File: src/rtl/uart_host_command_master.sv
// Purpose: host-side UART command initiator; serialises one request into command bytes, collects response bytes.
// Latency: first tx byte the cycle after acceptance; response strobe one cycle after the last tx/rx byte.
// Backpressure: tx_data held until tx_valid&&tx_ready; request_ready low while a transaction is in flight.
// Optional: define HOST_RESPONSE_TIMEOUT_EN to bound each awaited response byte to TIMEOUT_CYCLES (status 3).
module uart_host_command_master #(
    parameter int DATA_WIDTH          = 8,
    parameter int REGISTER_FILE_DEPTH = 16,
    parameter int FUNCTION_WIDTH      = 4,
    parameter int TIMEOUT_CYCLES      = 100000
) (
    input  logic                                   reference_clk,
    input  logic                                   reset,
    input  logic                                   request_valid,
    output logic                                   request_ready,
    input  logic [1:0]                             request_kind,
    input  logic [$clog2(REGISTER_FILE_DEPTH)-1:0] request_address,
    input  logic [DATA_WIDTH-1:0]                  request_write_data,
    input  logic [DATA_WIDTH-1:0]                  request_operand_a,
    input  logic [DATA_WIDTH-1:0]                  request_operand_b,
    input  logic [FUNCTION_WIDTH-1:0]              request_function,
    output logic [DATA_WIDTH-1:0]                  tx_data,
    output logic                                   tx_valid,
    input  logic                                   tx_ready,
    input  logic [DATA_WIDTH-1:0]                  rx_data,
    input  logic                                   rx_valid,
    input  logic                                   rx_parity_error,
    input  logic                                   rx_frame_error,
    output logic                                   response_valid,
    output logic [2*DATA_WIDTH-1:0]                response_data,
    output logic [1:0]                             response_status
);

    typedef enum logic [1:0] {
        S_IDLE,
        S_SEND,
        S_WAIT_RESPONSE,
        S_DONE
    } state_t;

    state_t                r_state;
    logic [DATA_WIDTH-1:0] r_seq [4];
    logic [1:0]            r_tx_idx;
    logic [1:0]            r_tx_last;
    logic [1:0]            r_rx_cnt;
    logic [1:0]            r_rx_expect;

    logic [DATA_WIDTH-1:0] w_seq [4];
    logic [1:0]            w_tx_last;
    logic [1:0]            w_rx_expect;

`ifdef HOST_RESPONSE_TIMEOUT_EN
    localparam int TW = $clog2(TIMEOUT_CYCLES + 1);
    logic [TW-1:0]         r_timeout;
`else
    logic                  w_unused_timeout;
    assign w_unused_timeout = ^TIMEOUT_CYCLES;
`endif

    // Build the command byte sequence and expected response length for the offered request.
    always_comb begin
        w_seq[0]    = '0;
        w_seq[1]    = '0;
        w_seq[2]    = '0;
        w_seq[3]    = '0;
        w_tx_last   = 2'd0;
        w_rx_expect = 2'd0;
        case (request_kind)
            2'd0: begin
                w_seq[0]    = DATA_WIDTH'(8'hAA);
                w_seq[1]    = DATA_WIDTH'(request_address);
                w_seq[2]    = request_write_data;
                w_tx_last   = 2'd2;
                w_rx_expect = 2'd0;
            end
            2'd1: begin
                w_seq[0]    = DATA_WIDTH'(8'hBB);
                w_seq[1]    = DATA_WIDTH'(request_address);
                w_tx_last   = 2'd1;
                w_rx_expect = 2'd1;
            end
            2'd2: begin
                w_seq[0]    = DATA_WIDTH'(8'hCC);
                w_seq[1]    = request_operand_a;
                w_seq[2]    = request_operand_b;
                w_seq[3]    = DATA_WIDTH'(request_function);
                w_tx_last   = 2'd3;
                w_rx_expect = 2'd2;
            end
            default: begin
                w_seq[0]    = DATA_WIDTH'(8'hDD);
                w_seq[1]    = DATA_WIDTH'(request_function);
                w_tx_last   = 2'd1;
                w_rx_expect = 2'd2;
            end
        endcase
    end

    // Transaction FSM: accept, send bytes, collect response, strobe completion; all outputs registered.
    always_ff @(posedge reference_clk) begin
        if (reset) begin
            r_state         <= S_IDLE;
            request_ready   <= 1'b1;
            tx_valid        <= 1'b0;
            tx_data         <= '0;
            response_valid  <= 1'b0;
            response_data   <= '0;
            response_status <= 2'd0;
            r_tx_idx        <= 2'd0;
            r_tx_last       <= 2'd0;
            r_rx_cnt        <= 2'd0;
            r_rx_expect     <= 2'd0;
            for (int i = 0; i < 4; i++) r_seq[i] <= '0;
`ifdef HOST_RESPONSE_TIMEOUT_EN
            r_timeout       <= '0;
`endif
        end else begin
            response_valid <= 1'b0;
            case (r_state)
                S_IDLE: begin
                    if (request_valid && request_ready) begin
                        r_seq           <= w_seq;
                        r_tx_last       <= w_tx_last;
                        r_rx_expect     <= w_rx_expect;
                        r_tx_idx        <= 2'd0;
                        r_rx_cnt        <= 2'd0;
                        response_data   <= '0;
                        response_status <= 2'd0;
                        request_ready   <= 1'b0;
                        tx_valid        <= 1'b1;
                        tx_data         <= w_seq[0];
                        r_state         <= S_SEND;
                    end
                end
                S_SEND: begin
                    if (tx_valid && tx_ready) begin
                        if (r_tx_idx == r_tx_last) begin
                            tx_valid <= 1'b0;
                            tx_data  <= '0;
                            if (r_rx_expect == 2'd0) begin
                                response_valid <= 1'b1;
                                r_state        <= S_DONE;
                            end else begin
                                r_state <= S_WAIT_RESPONSE;
`ifdef HOST_RESPONSE_TIMEOUT_EN
                                r_timeout <= '0;
`endif
                            end
                        end else begin
                            r_tx_idx <= r_tx_idx + 2'd1;
                            tx_data  <= r_seq[r_tx_idx + 2'd1];
                        end
                    end
                end
                S_WAIT_RESPONSE: begin
                    if (rx_valid) begin
                        if (rx_parity_error) begin
                            response_status <= 2'd1;
                            response_valid  <= 1'b1;
                            r_state         <= S_DONE;
                        end else if (rx_frame_error) begin
                            response_status <= 2'd2;
                            response_valid  <= 1'b1;
                            r_state         <= S_DONE;
                        end else begin
                            if (r_rx_cnt[0]) response_data[2*DATA_WIDTH-1:DATA_WIDTH] <= rx_data;
                            else             response_data[DATA_WIDTH-1:0]            <= rx_data;
                            if (r_rx_cnt == r_rx_expect - 2'd1) begin
                                response_valid <= 1'b1;
                                r_state        <= S_DONE;
                            end else begin
                                r_rx_cnt <= r_rx_cnt + 2'd1;
                            end
`ifdef HOST_RESPONSE_TIMEOUT_EN
                            r_timeout <= '0;
`endif
                        end
                    end
`ifdef HOST_RESPONSE_TIMEOUT_EN
                    else if (r_timeout == TW'(TIMEOUT_CYCLES - 1)) begin
                        response_status <= 2'd3;
                        response_valid  <= 1'b1;
                        r_state         <= S_DONE;
                    end else begin
                        r_timeout <= r_timeout + 1'b1;
                    end
`endif
                end
                default: begin
                    request_ready <= 1'b1;
                    r_state       <= S_IDLE;
                end
            endcase
        end
    end

endmodule

File: config.mk
export PLATFORM = sky130hd
export DESIGN_NAME = uart_host_command_master
export DESIGN_NICKNAME = d
export VERILOG_FILES = /design/src/rtl/uart_host_command_master.sv
export SDC_FILE = /design/constraint.sdc
export NUM_CORES = 1
export LEC_CHECK = 0
export CAP_MARGIN = 20
export CORE_MARGIN = 2
export CORE_UTILIZATION = 45
export CTS_CLUSTER_DIAMETER = 60
export CTS_CLUSTER_SIZE = 10
export DETAILED_ROUTE_END_ITERATION = 10
export HOLD_SLACK_MARGIN = 0.15
export PLACE_DENSITY = 0.74
export SLEW_MARGIN = 15
export SYNTH_ARGS = -nofsm -noshare
export SYNTH_HDL_FRONTEND = slang
export SYNTH_SLANG_ARGS = --single-unit
File: constraint.sdc
create_clock -name reference_clk -period 5.64 [get_ports reference_clk]
set_input_delay 0.564 -clock reference_clk [delete_from_list [all_inputs] [get_ports reference_clk]]
set_output_delay 0.564 -clock reference_clk [all_outputs]
set_load 0.05 [all_outputs]
==> results of run 1 <==
-- layout by cell type, fill, tap and decap left out, types with 2 or more instances in the layout --
cell type / instances
clkbuf_8: 9
xor2_2: 2
a211oi_1: 8
or2_2: 2
nor2_1: 44
o21a_1: 2
buf_4: 2
mux2i_1: 32
and4bb_2: 2
nor2b_1: 7
a21oi_1: 28
nand3_1: 10
bufinv_16: 2
a31o_2: 2
dfxtp_1: 63
o21ai_1: 2
a21boi_0: 2
ha_1: 5
nand2_1: 27
clkinvlp_4: 2
o32ai_1: 3
nor3b_1: 5
clkdlybuf4s50_1: 76
mux4_2: 4
a31oi_1: 6
and2_1: 9
xor2_1: 2
nor3_1: 10
o21ai_0: 12
inv_1: 8
clkinv_2: 2
-- worst min-delay path: stages, from the launching register on --
cell and delay [ns]:
dfxtp_1 0.31, nand2_1 0.05, a21oi_1 0.05
-- through the flow --
step	utilization, %	cell area, µm²	std cells	setup WS, ns	hold slack (ns)
2_1_floorplan	-	3090	346	3.74	0.427
3_3_place_gp	57.3	3850	478	3.15	0.435
3_5_place_dp	57.3	3850	478	3.07	0.441
4_1_cts	60.5	4060	494	3.41	0.451
5_1_grt	60.5	4060	494	3.20	0.471
6_report	60.5	4060	494	3.38	0.452
-- Yosys cell counts (all sizes together) (3+ instances only) --
master   n  area [µm²]
dfxtp   63        1260
nor2    44         165
mux2i   32         320
a21oi   28         140
nand2   27         101
clkbuf  15        56.3
o21ai   14        70.1
buf     12        67.6
nand3   10        50.1
nor3    10        50.1
and2     9        56.3
a211oi   8        60.1
inv      8        30.0
nor2b    7        43.8
a31oi    6        37.5
ha       5        62.6
nor3b    5        37.5
mux4     4        90.1
xor2     4        50.1
o211ai   3        41.3
o21a     3        30.0
o32ai    3        26.3
-- cells by family (layout without fill, tap and decap cells) --
group | after synthesis | count (layout) | synth area share (%)
adder cells (fa/ha/maj) | 5 | 5 | 2.02
AND/OR/NAND/NOR | 125 | 125 | 19.9
flip-flops | 63 | 63 | 40.8
XOR/XNOR | 4 | 4 | 1.62
AO/OA/AOI/OAI | 76 | 76 | 16.5
buffers and inverters | 35 | 103 | 4.98
multiplexers | 38 | 38 | 14.1
-- flip-flops by register name, indices dropped and copies added (netlist names) --
signal,cells
r_rx_cnt,2
r_rx_expect,2
r_seq,24
r_state,2
r_tx_idx,2
r_tx_last,2
request_ready,1
response_data,16
response_status,2
response_valid,1
tx_data,8
tx_valid,1
-- final timing paths --
check / from / to / slack, ns / cells past startpoint
min: r_seq[22] / r_seq[22] / 0.45 / 2
max: request_kind[1] / r_seq[23] / 3.38 / 4
max reg2reg: r_state[0] / r_state[0] / 3.42 / 6
min reg2reg: r_seq[22] / r_seq[22] / 0.45 / 2
-- power breakdown --
group	total (mW)	internal, mW	switching [mW]
Combinational	0.791	0.313	0.478
Clock	0.427	0.247	0.180
Sequential	0.573	0.521	0.0521
Total	1.79	1.08	0.710
-- per-layer routing --
layer / vias to the layer above / routed length, µm / track usage, %
met3: 5 / 368 / 4.27
met1: 1258 / 3350 / 26.3
met5: - / 0 / 0
met2: 73 / 3400 / 31.3
li1: 1341 / - / -
met4: 0 / 63 / 6.68
-- layout make-up --
type,instances,area (µm²),area share (%)
clock buffer,10,128,3.14
clock inverter,6,85.1,2.09
inverter,8,30.0,0.739
multi-input combinational,248,1680,41.3
sequential,63,1260,31.0
tap,80,100,2.46
timing repair buffer,79,781,19.2
==> results.md, run 1 <==
* Element type at the critical path start: input pin
* N_diodes at 0
* GRT Resource Usage Total at 19.6%
* Arrival @ worst endpoint at 2.52 ns
* Status: completed
* Count of pins over their slew limit at 0
* CP peak stage delay at 1.08 ns
* Area of the core at 6720 µm²
* I/O pins at 78
* Final Skew at 0.00941 ns
* Vias in the first global route at 2530
* Final Critical Period at 2.26 ns
* Worst vdd ir at 0.199 mV
* Initial Util at 46.0%
* TritonCTS Buffers at 9
* Mapped Nets at 400
* Dpl hpwl at 5.00 mm
* Largest net degree at the start of global routing at 56
* Top FF cell, synth: dfxtp_1
* Gr ovfl total at 0
* CTS clock-pin slew for the worst setup and hold paths at 0.08 ns
* Max-cap violation count at 0
* Final WL at 7.19 mm
* Syn_area_per_cell at 8.94 µm²
* DRC viols at 0
* H-tree Lvls at 3
* Port bufs at 77
* Post-synthesis cell type count at 52
* Initial DRC Count at 130
* Yosys Warn Count at 0
* Postcts setup bufs at 0
* Clock Latency Late Sink at 0.34 ns
* Routed len/inst at 14.5 µm
* Share of cells above drive strength 1 at 9.42%
* Initial antenna violation count at 0
* CP max FO at 22
* RSZ-0062 raised after global routing: no
* CP max-delay cell: clkdlybuf4s50_1
* # resized after CTS at 0
* Clock Tree Root: clkbuf_8
* Worst-Margin Slew at 0.930 ns
* Type of the tightest min-delay check: flip-flop to flip-flop
* First-pass GRT wire length at 11.8 mm
* Crit path max-delay family: buffers and inverters
* Pre-antenna DRT Iters at 5
* Fin. Hold Viols at 0
* Area Growth Syn to Fin at 31.4%
* Setup_tns at 0 ns
* Final setup fails at 0
* Die width at 86.9 µm
* Die height at 86.9 µm
* Cell Chain, Critical Path: clkdlybuf4s50_1 > nor2b_1 > nand3_1 > a21oi_1
* Number of synthesized flops with an enable pin at 0
* Final cycle utilization of the critical path at 40.0%
* CTS tree: yes
* Cells after Synth at 346
* CTS Sinks at 63
* CTS Hold Buffers Added at 0
* Crit Path Class: input pin to flip-flop
* Antenna Violating Nets Remaining at 0
* Req. time, crit path at 5.91 ns
* Power, Total at 1.79 mW
* Routability Congestion at 0.806
* CP bufs+invs at 1
* Row cnt at 30
* Post-Syn Area at 3090 µm²
* Synthesis-stage register bit count at 63
* Synth async-reset ratio at 0%
* Register area share after synthesis at 40.8%
* Filler Cell Count at 599
* P_leak at 1.57 nW
* Fmax at 0.443 GHz
* Maximum clock path buffer count at 2
* PD cells at 441 nW/µm²
* Worst Setup End Kind: flip-flop
* Total die area at 7550 µm²
* Worst rel slew slack at 37.8%
* DR vias/cell at 5.42
* Vias post-DR at 2677
* Final net count at 463
No activity file was read; power rests on OpenSTA's default activity.
==> inputs of run 2 (changes only) <==
--- a/config.mk
+++ b/config.mk
@@ -7,12 +7,12 @@
 export LEC_CHECK = 0
 export CAP_MARGIN = 20
 export CORE_MARGIN = 2
-export CORE_UTILIZATION = 45
+export CORE_UTILIZATION = 44
 export CTS_CLUSTER_DIAMETER = 60
 export CTS_CLUSTER_SIZE = 10
 export DETAILED_ROUTE_END_ITERATION = 10
 export HOLD_SLACK_MARGIN = 0.15
-export PLACE_DENSITY = 0.74
+export PLACE_DENSITY = 0.76
 export SLEW_MARGIN = 15
 export SYNTH_ARGS = -nofsm -noshare
 export SYNTH_HDL_FRONTEND = slang
==> constraint.sdc (replaced) <==
create_clock -name reference_clk -period 1.9 [get_ports reference_clk]
set_input_delay 0.19 -clock reference_clk [delete_from_list [all_inputs] [get_ports reference_clk]]
set_output_delay 0.19 -clock reference_clk [all_outputs]
set_load 0.05 [all_outputs]
==> results.md, run 2 (same netlist as run 1, synthesis figures left out) <==
* Die height at 87.8 µm (+1.1%)
* Setup_tns at 0 ns (unchanged)
* Final WL at 7.63 mm (+6.1%)
* P_leak at 1.70 nW (+8.4%)
* DR vias/cell at 5.23 (-3.5%)
* H-tree Lvls at 3 (unchanged)
* CP max FO at 7 (-68%)
* Largest Register: r_seq
* Antenna Violating Nets Remaining at 0 (unchanged)
* Row cnt at 30 (unchanged)
* Most common cell after layout, fill and taps aside: clkdlybuf4s50_1
* N_diodes at 0 (unchanged)
* Placed Area at 4030 µm² (+4.7%)
* CTS clock-pin slew for the worst setup and hold paths at 0.07 ns (about the same)
* Count of pins over their slew limit at 0 (unchanged)
* Vias post-DR at 2761 (+3.1%)
* Final net count at 481 (+3.9%)
* CTS tree: yes
* CTS Sinks at 63 (unchanged)
* RSZ-0062 raised after global routing: yes
* Total die area at 7720 µm² (+2.2%)
* Hold-critical path depth at 2 (unchanged)
* Clock Latency Late Sink at 0.33 ns (about the same)
* TritonCTS Buffers at 9 (unchanged)
* Pre-antenna DRT Iters at 4 (-1)
* Worst-Margin Slew at 0.559 ns (-0.371 ns)
* DRC viols at 0 (unchanged)
* Final Skew at 0.00751 ns (-0.00190 ns)
* Clock Tree Root: clkbuf_8
* Largest net degree at the start of global routing at 47 (-16%)
* Worst Setup End Kind: flip-flop
* I/O pins at 78 (unchanged)
* PD cells at 1340 nW/µm² (+200%)
* First-pass GRT wire length at 12.6 mm (+6.9%)
* Fin. Hold Viols at 0 (unchanged)
* Req. time, crit path at 2.12 ns (-3.79 ns)
* Max-cap violation count at 0 (unchanged)
* Area of the core at 6790 µm² (+1.1%)
* Dpl hpwl at 5.51 mm (+10%)
* Final Critical Period at 1.87 ns
* Vias in the first global route at 2715 (+7.3%)
* Initial Util at 45.5% (-0.51 points)
* Commonest non-fill, non-tap cells in the layout: 76 x clkdlybuf4s50_1, 63 x dfxtp_1, 44 x nor2_1, 32 x mux2i_1, 27 x nand2_1
* Max reg flops at 24 (unchanged)
* Worst vdd ir at 0.528 mV (+170%)
* Status: completed
* Area Growth Syn to Fin at 39.8%
* Final setup fails at 0 (unchanged)
* Gr ovfl total at 0 (unchanged)
* FF-to-FF path depth at 6 (unchanged)
* Fmax at 0.536 GHz
* Arrival @ worst endpoint at 2.08 ns (-0.44 ns)
* Port bufs at 77 (unchanged)
* Crit Path Class: flip-flop to flip-flop
* Postcts setup bufs at 0 (unchanged)
* Register-to-register path setup slack at 0.03 ns (-3.39 ns)
* Final instance area at 4320 µm² (+6.4%)
* Routability Congestion at 0.866 (+7.5%)
* Largest regs: r_seq x24, response_data x16, tx_data x8
* Final cycle utilization of the critical path at 98.2%
* Share of cells above drive strength 1 at 14.6% (+5.2 points)
* Filler Cell Count at 593 (-1.0%)
* Initial antenna violation count at 0 (unchanged)
* Routed len/inst at 14.4 µm (-0.71%)
* GRT Resource Usage Total at 20.8% (+1.2 points)
* Element type at the critical path start: flip-flop
* Initial DRC Count at 97 (-25%)
* Type of the tightest min-delay check: input pin to flip-flop
* Maximum clock path buffer count at 2 (unchanged)
* Die width at 87.8 µm (+1.1%)
* Worst rel slew slack at 62.2% (+24 points)
## run 2: layout make-up
class                           count  area, µm²  share of cell area (%)
Multi-Input combinational cell    248       1710                    39.6
Sequential cell                    63       1260                    29.2
Timing Repair Buffer               97        941                    21.8
Clock inverter                      7        135                    3.13
Clock buffer                        9        124                    2.86
Tap cell                           96        120                    2.78
Inverter                            8       30.0                   0.694
## run 2: per-layer routing
metal | vias to the layer above | wire length, µm | track usage (%)
met5 | - | 0 | 0
met4 | 0 | 98 | 8.39
met3 | 9 | 311 | 3.39
met2 | 82 | 3670 | 33.1
met1 | 1295 | 3550 | 28.3
li1 | 1375 | - | -
## run 2: path summary, 6_finish.rpt
check	start	to
worst max register to register	r_state[1]	r_state[0]
worst min-delay path	reset	r_rx_cnt[0]
worst min register to register	r_rx_expect[1]	r_rx_expect[1]
worst max-delay path	r_state[1]	r_state[0]
## run 2: repair_timing
item | in CTS | in global routing
hold buffers | 0 | 0
gates resized for setup | 0 | 7
endpoints found under the setup margin | 0 | 14
endpoints found under the hold margin | 0 | 0
## run 2: metrics by stage
stage                     utilization [%]  power, mW  cells  worst slack [ns]  hold WS [ns]
after floorplan                         -       3.48    346           0.00483         0.342
after global placement               59.3       4.20    512           0.00965         0.437
after detailed placement             59.3       4.25    512           -0.0403         0.443
after CTS                            63.1       5.78    528           0.00511         0.173
after global routing                 63.6       6.14    528          -0.00232         0.196
final                                63.6       5.81    528            0.0343         0.185
## run 2: where the power goes
| part | internal [mW] | total (mW) | switching, mW |
|---|---|---|---|
| logic | 1.10 | 2.60 | 1.50 |
| registers | 1.55 | 1.70 | 0.152 |
| clock network | 0.997 | 1.52 | 0.518 |
## run 2: critical path, cell delays in order (launching register included)
cell	delay, ns
dfxtp_1	0.40
inv_1	0.08
ha_1	0.29
a21bo_2	0.24
nand3_1	0.09
or3_4	0.35
mux2_4	0.30
==> inputs of run 3 (changes only) <==
--- a/config.mk
+++ b/config.mk
@@ -7,12 +7,12 @@
 export LEC_CHECK = 0
 export CAP_MARGIN = 20
 export CORE_MARGIN = 2
-export CORE_UTILIZATION = 44
+export CORE_UTILIZATION = 45
 export CTS_CLUSTER_DIAMETER = 60
 export CTS_CLUSTER_SIZE = 10
 export DETAILED_ROUTE_END_ITERATION = 10
 export HOLD_SLACK_MARGIN = 0.15
-export PLACE_DENSITY = 0.76
+export PLACE_DENSITY = 0.74
 export SLEW_MARGIN = 15
 export SYNTH_ARGS = -nofsm -noshare
 export SYNTH_HDL_FRONTEND = slang
==> constraint.sdc (replaced) <==
create_clock -name reference_clk -period 2.4 [get_ports reference_clk]
set_input_delay 0.24 -clock reference_clk [delete_from_list [all_inputs] [get_ports reference_clk]]
set_output_delay 0.24 -clock reference_clk [all_outputs]
set_load 0.05 [all_outputs]
==> results.md, run 3 (same netlist as run 1, synthesis figures left out) <==
* Worst rel slew slack at 61.8% (-0.40 points)
* N_diodes at 0 (unchanged)
* Gr ovfl total at 0 (unchanged)
* Met1 usage at 26.8% (-1.4 points)
* Status: completed
* Row cnt at 30 (unchanged)
* Worst Setup End Kind: flip-flop
* Max-cap violation count at 0 (unchanged)
* Dpl hpwl at 5.21 mm (-5.4%)
* Multi-input gate area at 1680 µm² (-2.0%)
* GRT busiest layer: met2
* Final WL at 7.17 mm (-5.9%)
* Largest Register: r_seq
* Seq. cell area at 1260 µm² (unchanged)
* Initial antenna violation count at 0 (unchanged)
* Final Critical Period at 2.21 ns (+0.341 ns)
* I/O pins at 78 (unchanged)
* Crit Path Class: flip-flop to flip-flop
* H-tree Lvls at 3 (unchanged)
* Area Growth Syn to Fin at 33.3%
* Final cycle utilization of the critical path at 91.9% (-6.3 points)
* Antenna Violating Nets Remaining at 0 (unchanged)
* Die width at 86.9 µm (-1.1%)
* # resized after CTS at 0 (unchanged)
* Routability Congestion at 0.871 (+0.54%)
* Commonest non-fill, non-tap cells in the layout: 76 x clkdlybuf4s50_1, 63 x dfxtp_1, 44 x nor2_1, 32 x mux2i_1, 28 x a21oi_1
* PD cells at 1020 nW/µm² (-24%)
* Routed len/inst at 14.3 µm (-1.1%)
* Register-to-register path setup slack at 0.19 ns (+0.16 ns)
* Arrival @ worst endpoint at 2.43 ns (+0.35 ns)
* Worst-Margin Slew at 0.571 ns (+0.0121 ns)
* Vias post-DR at 2691 (-2.5%)
* Count of pins over their slew limit at 0 (unchanged)
* Max reg flops at 24 (unchanged)
* Port bufs at 77 (unchanged)
* First-pass GRT wire length at 12.1 mm (-4.2%)
* CTS Sinks at 63 (unchanged)
* CTS Hold Buffers Added at 0 (unchanged)
* Final core occ at 61.4% (-2.3 points)
* Initial DRC Count at 120 (+24%)
* CTS tree: yes
* Cell Count, Final, Fillers Out at 502 (-4.9%)
* Initial Util at 46.0% (+0.51 points)
* TritonCTS Buffers at 9 (unchanged)
* GRT Resource Usage Total at 20.0% (-0.80 points)
* Fmax at 0.453 GHz (-15%)
* Die height at 86.9 µm (-1.1%)
* Clock Tree Root: clkbuf_8
* Total die area at 7550 µm² (-2.1%)
* Placed insts at 486 (-5.1%)
* Final Skew at 0.00601 ns (-0.00150 ns)
* Power, Total at 4.22 mW (-27%)
* Setup_tns at 0 ns (unchanged)
* Final net count at 471 (-2.1%)
* CP max FO at 19 (+12)
* Fin. Hold Viols at 0 (unchanged)
* Element type at the critical path start: flip-flop
* M3 GR Usage at 3.70% (+0.30 points)
* CTS clock-pin slew for the worst setup and hold paths at 0.07 ns (about the same)
* Final setup fails at 0 (unchanged)
* Clock Latency Late Sink at 0.33 ns (about the same)
* Most common cell after layout, fill and taps aside: clkdlybuf4s50_1
* Postcts setup bufs at 0 (unchanged)
* Maximum clock path buffer count at 2 (unchanged)
* Area of the core at 6720 µm² (-1.1%)
* DR vias/cell at 5.36 (+2.5%)
* Worst vdd ir at 0.328 mV (-38%)
* M2 GR Usage at 32.0% (-1.1 points)
* Vias in the first global route at 2630 (-3.1%)
* P_leak at 1.61 nW (-5.4%)
* Filler Cell Count at 588 (-0.84%)
* Largest net degree at the start of global routing at 42 (-11%)
* Share of cells above drive strength 1 at 11.1% (-3.4 points)
* Req. time, crit path at 2.62 ns (+0.50 ns)
* RSZ-0062 raised after global routing: no
* DRC viols at 0 (unchanged)
* Type of the tightest min-delay check: input pin to flip-flop
* Largest regs: r_seq x24, response_data x16, tx_data x8
* Pre-antenna DRT Iters at 5 (+1)
[run 3: final cells by class]
type                            instances  area share (%)
Multi-Input combinational cell        248            40.7
Sequential cell                        63            30.6
Timing Repair Buffer                   87            20.4
Clock buffer                           10            3.10
Tap cell                               80            2.43
Clock inverter                          6            2.06
Inverter                                8           0.728
[run 3: metrics by stage]
stage | setup slack [ns] | cell area, µm² | hold WS [ns]
detailed placement | 0.242 | 3910 | 0.446
floorplan | 0.505 | 3090 | 0.392
CTS | 0.192 | 4120 | 0.252
global placement | 0.304 | 3910 | 0.439
global route | 0.0516 | 4120 | 0.271
finish | 0.194 | 4120 | 0.260
[run 3: path summary, 6_finish.rpt]
check | endpoint | startpoint | cells after the start
setup / recovery | r_state[0] | r_state[0] | 6
hold / removal | response_data[12] | reset | 2
setup reg to reg | r_state[0] | r_state[0] | 6
hold reg to reg | r_seq[20] | r_seq[20] | 2
[run 3: power breakdown]
| group | leakage (nW) | internal, mW | total (mW) | switching (mW) |
|---|---|---|---|---|
| combinational | 0.994 | 0.758 | 1.88 | 1.12 |
| sequential | 0.513 | 1.23 | 1.34 | 0.116 |
| clock | 0.102 | 0.581 | 0.998 | 0.416 |
[run 3: worst max-delay path, stage by stage, from the launching register on]
cell,delay [ns]
dfxtp_1,0.33
inv_1,0.10
ha_1,0.52
or3b_1,0.46
a21oi_1,0.22
or3_4,0.18
mux2_4,0.29
[run 3: metal layers]
| metal | vias up | share of wire (%) |
|---|---|---|
| met4 | 0 | 0.91 |
| met2 | 66 | 48 |
| met1 | 1262 | 47 |
| li1 | 1359 | - |
| met5 | - | 0 |
| met3 | 4 | 4.4 |
